--- src/rtl/cntr_wrap_mon.sv ---
// Wrap-event monitor for an up/down binary counter: detects wraps (and, with
// CNTR_WRAP_MON_DIRCHG_EN defined, direction changes) and queues them in a FIFO.
module cntr_wrap_mon #(
  parameter int WIDTH = 3,
  parameter int DEPTH = 4,
  parameter int WRAPW = 8
) (
  input  logic             clk,
  input  logic             reset,
  input  logic [WIDTH-1:0] cnt_in,
  input  logic             dir_in,
  input  logic             evt_ready,
  output logic             evt_valid,
  output logic [1:0]       evt_type,
  output logic [WIDTH-1:0] evt_count,
  output logic [WRAPW-1:0] wrap_total,
  output logic             overflow
);

  localparam int AW = $clog2(DEPTH);
  localparam logic [WIDTH-1:0] MAX_CNT  = '1;
  localparam logic [AW:0]      FULL_OCC = (AW+1)'(DEPTH);

  typedef enum logic [1:0] {
    EVT_NONE = 2'b00,
    EVT_UP   = 2'b01,
    EVT_DOWN = 2'b10,
    EVT_DIR  = 2'b11
  } evt_type_e;

  typedef struct packed {
    evt_type_e        kind;
    logic [WIDTH-1:0] cnt;
  } evt_rec_t;

  logic [WIDTH-1:0] prev_cnt;
  logic             primed;
  evt_type_e        det_type;
  logic             det;
  logic             is_wrap;

  evt_rec_t         mem [DEPTH];
  logic [AW-1:0]    wr_ptr;
  logic [AW-1:0]    rd_ptr;
  logic [AW:0]      occ;
  logic             full;
  logic             push;
  logic             pop;
  evt_rec_t         head;

  // NOTE: state registers use non-blocking assignments so every flop samples pre-edge values.
  always_ff @(posedge clk) begin
    if (reset) begin
      prev_cnt <= '0;
      primed   <= 1'b0;
    end else begin
      prev_cnt <= cnt_in;
      primed   <= 1'b1;
    end
  end

`ifdef CNTR_WRAP_MON_DIRCHG_EN
  logic prev_dir;

  always_ff @(posedge clk) begin
    if (reset) prev_dir <= 1'b0;
    else       prev_dir <= dir_in;
  end
`endif

  // NOTE: det_type gets a default before any branch so no latch is inferred.
  always_comb begin
    det_type = EVT_NONE;
    if (primed) begin
      if (prev_cnt == MAX_CNT && cnt_in == '0 && !dir_in)
        det_type = EVT_UP;
      else if (prev_cnt == '0 && cnt_in == MAX_CNT && dir_in)
        det_type = EVT_DOWN;
`ifdef CNTR_WRAP_MON_DIRCHG_EN
      else if (dir_in != prev_dir)
        det_type = EVT_DIR;
`endif
    end
  end

  assign det     = (det_type != EVT_NONE);
  assign is_wrap = (det_type == EVT_UP) || (det_type == EVT_DOWN);

  assign full      = (occ == FULL_OCC);
  assign evt_valid = (occ != '0);
  assign pop       = evt_valid && evt_ready;
  // A full FIFO still accepts a push when the head leaves in the same cycle.
  assign push      = det && (!full || pop);

  // NOTE: the storage array is not reset; the occupancy counter alone decides what is valid.
  always_ff @(posedge clk) begin
    if (push) mem[wr_ptr] <= '{kind: det_type, cnt: cnt_in};
  end

  always_ff @(posedge clk) begin
    if (reset) begin
      wr_ptr     <= '0;
      rd_ptr     <= '0;
      occ        <= '0;
      overflow   <= 1'b0;
      wrap_total <= '0;
    end else begin
      if (push) wr_ptr <= wr_ptr + 1'b1;
      if (pop)  rd_ptr <= rd_ptr + 1'b1;
      case ({push, pop})
        2'b10:   occ <= occ + 1'b1;
        2'b01:   occ <= occ - 1'b1;
        default: occ <= occ;
      endcase
      if (det && !push) overflow <= 1'b1;
      if (is_wrap && wrap_total != '1) wrap_total <= wrap_total + 1'b1;
    end
  end

  assign head      = mem[rd_ptr];
  assign evt_type  = evt_valid ? head.kind : EVT_NONE;
  assign evt_count = evt_valid ? head.cnt  : '0;

endmodule

--- config.mk ---
export PLATFORM = sky130hd
export DESIGN_NAME = cntr_wrap_mon
export DESIGN_NICKNAME = d
export VERILOG_FILES = /design/src/rtl/cntr_wrap_mon.sv
export SDC_FILE = /design/constraint.sdc
export NUM_CORES = 1
export LEC_CHECK = 0
export CAP_MARGIN = 20
export CORE_MARGIN = 1.5
export CORE_UTILIZATION = 35
export DETAILED_ROUTE_END_ITERATION = 16
export GPL_TIMING_DRIVEN = 0
export PLACE_DENSITY_LB_ADDON = 0.25
export SETUP_SLACK_MARGIN = 0.1
export SYNTH_ARGS = -nofsm -noshare
export SYNTH_HDL_FRONTEND = slang
export SYNTH_SLANG_ARGS = --single-unit
--- constraint.sdc ---
create_clock -name clk -period 5.05 [get_ports clk]
set_input_delay 0.7575 -clock clk [delete_from_list [all_inputs] [get_ports clk]]
set_output_delay 0.7575 -clock clk [all_outputs]
set_load 0.05 [all_outputs]
==> results.txt <==
* Outcome: finished clean
* Portion of total power attributed to the clock network: 0.364
- The core region is 0.00517 sq mm.
- R2R cell count: 9
- Antenna-violating nets left: 0
- Ys Warns: 0
- Insertion delay of the later-clocked pin in the worst-skew pair: 0.30 ns
* Family of cells with the greatest summed delay on the critical path: simple AND/OR/NAND/NOR gates
- Mapped Avg Cell Area: 11.9 sq um
- Via count of the first global-routing pass: 1325
* Leakage Power: 0.823 nW
- Slew of the pin with the lowest slew margin: 0.888 ns
- Of the total power, combinational logic draws 0.037.
- Top library cells by usage in the layout, fill and taps aside: sky130_fd_sc_hd__dfxtp_1, sky130_fd_sc_hd__clkdlybuf4s50_1, sky130_fd_sc_hd__edfxtp_1
- The H-tree generated during clock tree synthesis spans 2 levels.
- Share of the clock period used by the worst path: 0.685
* Power share of the sequential group: 0.599
- Across the VDD grid, the largest voltage drop is 0.159 mV.
* Cell taking the most area after synthesis: sky130_fd_sc_hd__edfxtp_1
- Vias per std cell: 5.03
* Die Height: 76.8 microns
- Of the total power, the share spent switching nets is 0.225.
* Die area: 0.00589 sq mm
- Worst setup path startpoint: cnt_in[2]
- Clock-pin slew was measured on the worst setup and hold paths at 0.08 ns.
* Detailed-route via count: 1297
* Remaining global-route overflow: 0
- Count of cell types in the netlist: 39
* Arrival @ worst endpoint: 3.68 ns
- The most used flip-flop cell after synthesis is sky130_fd_sc_hd__dfxtp_1.
* Final hold violation count: 0
- Beginning of the worst register-to-register path: primed
* Master of the slowest instance on the critical path: sky130_fd_sc_hd__clkdlybuf4s50_1
- Measured against its own limit, the worst slew margin works out to 0.403.
- Largest stage delay on the critical path: 0.60 ns
- For flop-to-flop paths, the worst setup slack is 2.35 ns.
- STA classifies the critical path endpoint as a register.
- 22 I/O pins were placed.
- For this run, the total global-route usage over all layers was measured as 0.139.
- Number of endpoints failing setup at the final stage: 0
- By startpoint and endpoint, the worst setup path is classified as input pin to register.
- Async set or reset register ratio after synthesis: 0
- Final estimated routing congestion in global placement: 0.758
- Die boundary width: 76.8 microns
- Min Clock Period, post-route: 3.46 ns
* Effective utilization at floorplan: 0.368
- Of the cells placed in the final design, the portion with a size suffix greater than 1 is 0.112.
- The final-report max-slew violation count was 0.
* 1st-pass router iterations: 4
* Sw power: 0.134 mW
- Once the clock tree was built, the setup fixing pass inserted 0 buffers.
- Area used by sequential logic in the layout: 0.00104 sq mm
- Overall power: 0.598 mW
- Synthesized netlist cell count: 160
* CP max FO: 10
- Total of cells resized after clock tree synthesis: 0
* Worst Hold Path Cells: 2
- Power per Cell Area: 262 mW/mm^2
- For hold timing, the worst endpoint is overflow.
* Number of buffers on the longest clock path: 2
- Number of inserted filler cells in the final layout: 475
- Library cell appearing most often on the critical path: sky130_fd_sc_hd__or4_1
- Across the run, the number of max-cap violations was 0.
- DRC violations left: 0
- Net count after synthesis: 174
- Number of clock buffers inserted by TritonCTS: 5
- The first global-routing pass estimated 6350 microns of wire.
- The library cell used most frequently in the layout, excluding fill and tap cells, is sky130_fd_sc_hd__dfxtp_1.
- After detailed routing, the average wire length per cell comes to 14.5 microns.
- The synthesized design contains 42 register bits.
- Netlist area before placement: 0.00190 sq mm
- Largest net degree at the start of global routing: 15
* Antenna violations before repair: 0
- Of the post-synthesis cell area, the dominant cell type holds 0.315.
- CTS tree: yes
- Nets: 201
- The internal portion of the total power is 0.463 mW.
- Area used by multi-input combinational logic: 773 sq um
- Setup crit start kind: input pin
* Clock tree root buffer cell: sky130_fd_sc_hd__clkbuf_8
- Sink count of the clock tree: 42
- The routed design has 3750 microns of wire.
- RSZ-0062 raised after global routing: false
- Adding up every negative setup slack in the final design gives 0 ns.
- 0 antenna diodes ended up in the layout.
- Ordered list of cells on the worst path: clkdlybuf4s50_1 > nand4_1 > or4_1 > ha_1 > buf_6 > nand2_1 > nor2_1 > fa_1 > or4_1 > a31oi_1
* Count of flip-flops with a built-in enable after synthesis: 20
- Of the synthesized area, sequential elements account for 0.547.
- CTS hold repair buffers: 0
* Largest cells by area after synthesis: sky130_fd_sc_hd__edfxtp_1, sky130_fd_sc_hd__dfxtp_1, sky130_fd_sc_hd__mux4_2, sky130_fd_sc_hd__ha_1, sky130_fd_sc_hd__nor2b_1
- Row generation in the floorplan step produced 26 rows.
- Worst path bufs/invs: 2
- After legalization and detailed placement, the total HPWL measured 2600 microns.
* Max Clk Rate: 289 MHz
- In this run the critical register-to-register path is captured at occ[2].
- Data required time of the critical path: 5.26 ns
* Worst min-delay path category: register to register
* DRT iter0 DRCs: 68
* Growth of design area from synthesis to finish: 19.8%
* Hold Startpoint: overflow
- On the final layout, the worst clock skew is 0.00801 ns.
- Count of input and output buffers: 20
[power by group through the flow]
stage	logic, mW	registers (mW)	clock network (mW)
floorplan	0.0117	0.366	0
global placement	0.0215	0.366	0
detailed placement	0.0223	0.366	0
CTS	0.0225	0.358	0.225
global route	0.0247	0.358	0.236
finish	0.0222	0.358	0.217
[sequential cells by signal, indices dropped and copies added, names as in the netlist, named ones only]
signal / flops
mem: 20
occ: 3
overflow: 1
prev_cnt: 3
primed: 1
rd_ptr: 2
wr_ptr: 2
wrap_total: 8
[final cells by class]
type	count	area share
Sequential cell	42	0.456
Multi-Input combinational cell	101	0.339
Timing Repair Buffer	20	0.0877
Tap cell	70	0.0384
Clock buffer	5	0.0302
Buffer	8	0.0247
Inverter	9	0.0148
Clock inverter	3	0.00932
[kinds of logic (layout without fill, tap and decap cells)]
kind of cell,after synthesis,in the layout,synth area share
DFF,42,42,0.547
AOI/OAI and AO/OA,29,29,0.0972
muxes,8,8,0.0756
and+or+nand+nor,53,53,0.165
xor gates and xnor gates,4,4,0.0184
adders and majority gates,7,7,0.0499
buffers and inverters,17,45,0.0473
[tightest hold or removal path, delay by kind of cell (launching register included)]
family	cells	cell delay, ns
DFF	1	0.34
and+or+nand+nor	1	0.07
AOI/OAI and AO/OA	1	0.04
[routing by layer]
layer	vias to the layer above	global-route usage	share of wire
li1	649	-	-
met1	610	0.166	0.46
met2	31	0.238	0.48
met3	7	0.0262	0.038
met4	0	0.0667	0.020
met5	-	0	0
[per-stage QoR]
step                instances   util  hold slack, ns  setup WS, ns  instance area [sq um]
floorplan                 160      -           0.484          2.16                   1900
global placement          250  0.424           0.466          1.41                   2190
detailed placement        250  0.424           0.479          1.29                   2190
CTS                       258  0.441           0.498          1.59                   2280
global route              258  0.441           0.529          1.46                   2280
finish                    258  0.441           0.491          1.59                   2280
[how the worst max path moves through the flow]
| stage | to | depth (start not counted) |
|---|---|---|
| after floorplan | occ[2] | 9 |
| after global placement | occ[2] | 10 |
| after detailed placement | occ[2] | 10 |
| after CTS | occ[2] | 10 |
| after global routing | occ[2] | 10 |
| final | occ[2] | 10 |
[cell usage after synthesis, types with 3 or more instances]
master / instances
sky130_fd_sc_hd__nor3_1: 5
sky130_fd_sc_hd__nand3_1: 3
sky130_fd_sc_hd__nand4_1: 4
sky130_fd_sc_hd__nor2b_1: 9
sky130_fd_sc_hd__dfxtp_1: 22
sky130_fd_sc_hd__buf_2: 3
sky130_fd_sc_hd__nand2b_1: 3
sky130_fd_sc_hd__inv_1: 9
sky130_fd_sc_hd__nor4b_1: 3
sky130_fd_sc_hd__a21oi_1: 11
sky130_fd_sc_hd__and3_1: 6
sky130_fd_sc_hd__mux4_2: 5
sky130_fd_sc_hd__o21ai_0: 4
sky130_fd_sc_hd__nand2_1: 5
sky130_fd_sc_hd__xor2_1: 3
sky130_fd_sc_hd__buf_6: 3
sky130_fd_sc_hd__edfxtp_1: 20
sky130_fd_sc_hd__ha_1: 6
sky130_fd_sc_hd__nor2_1: 8
Note: power is estimated with default switching activity, not from simulation.
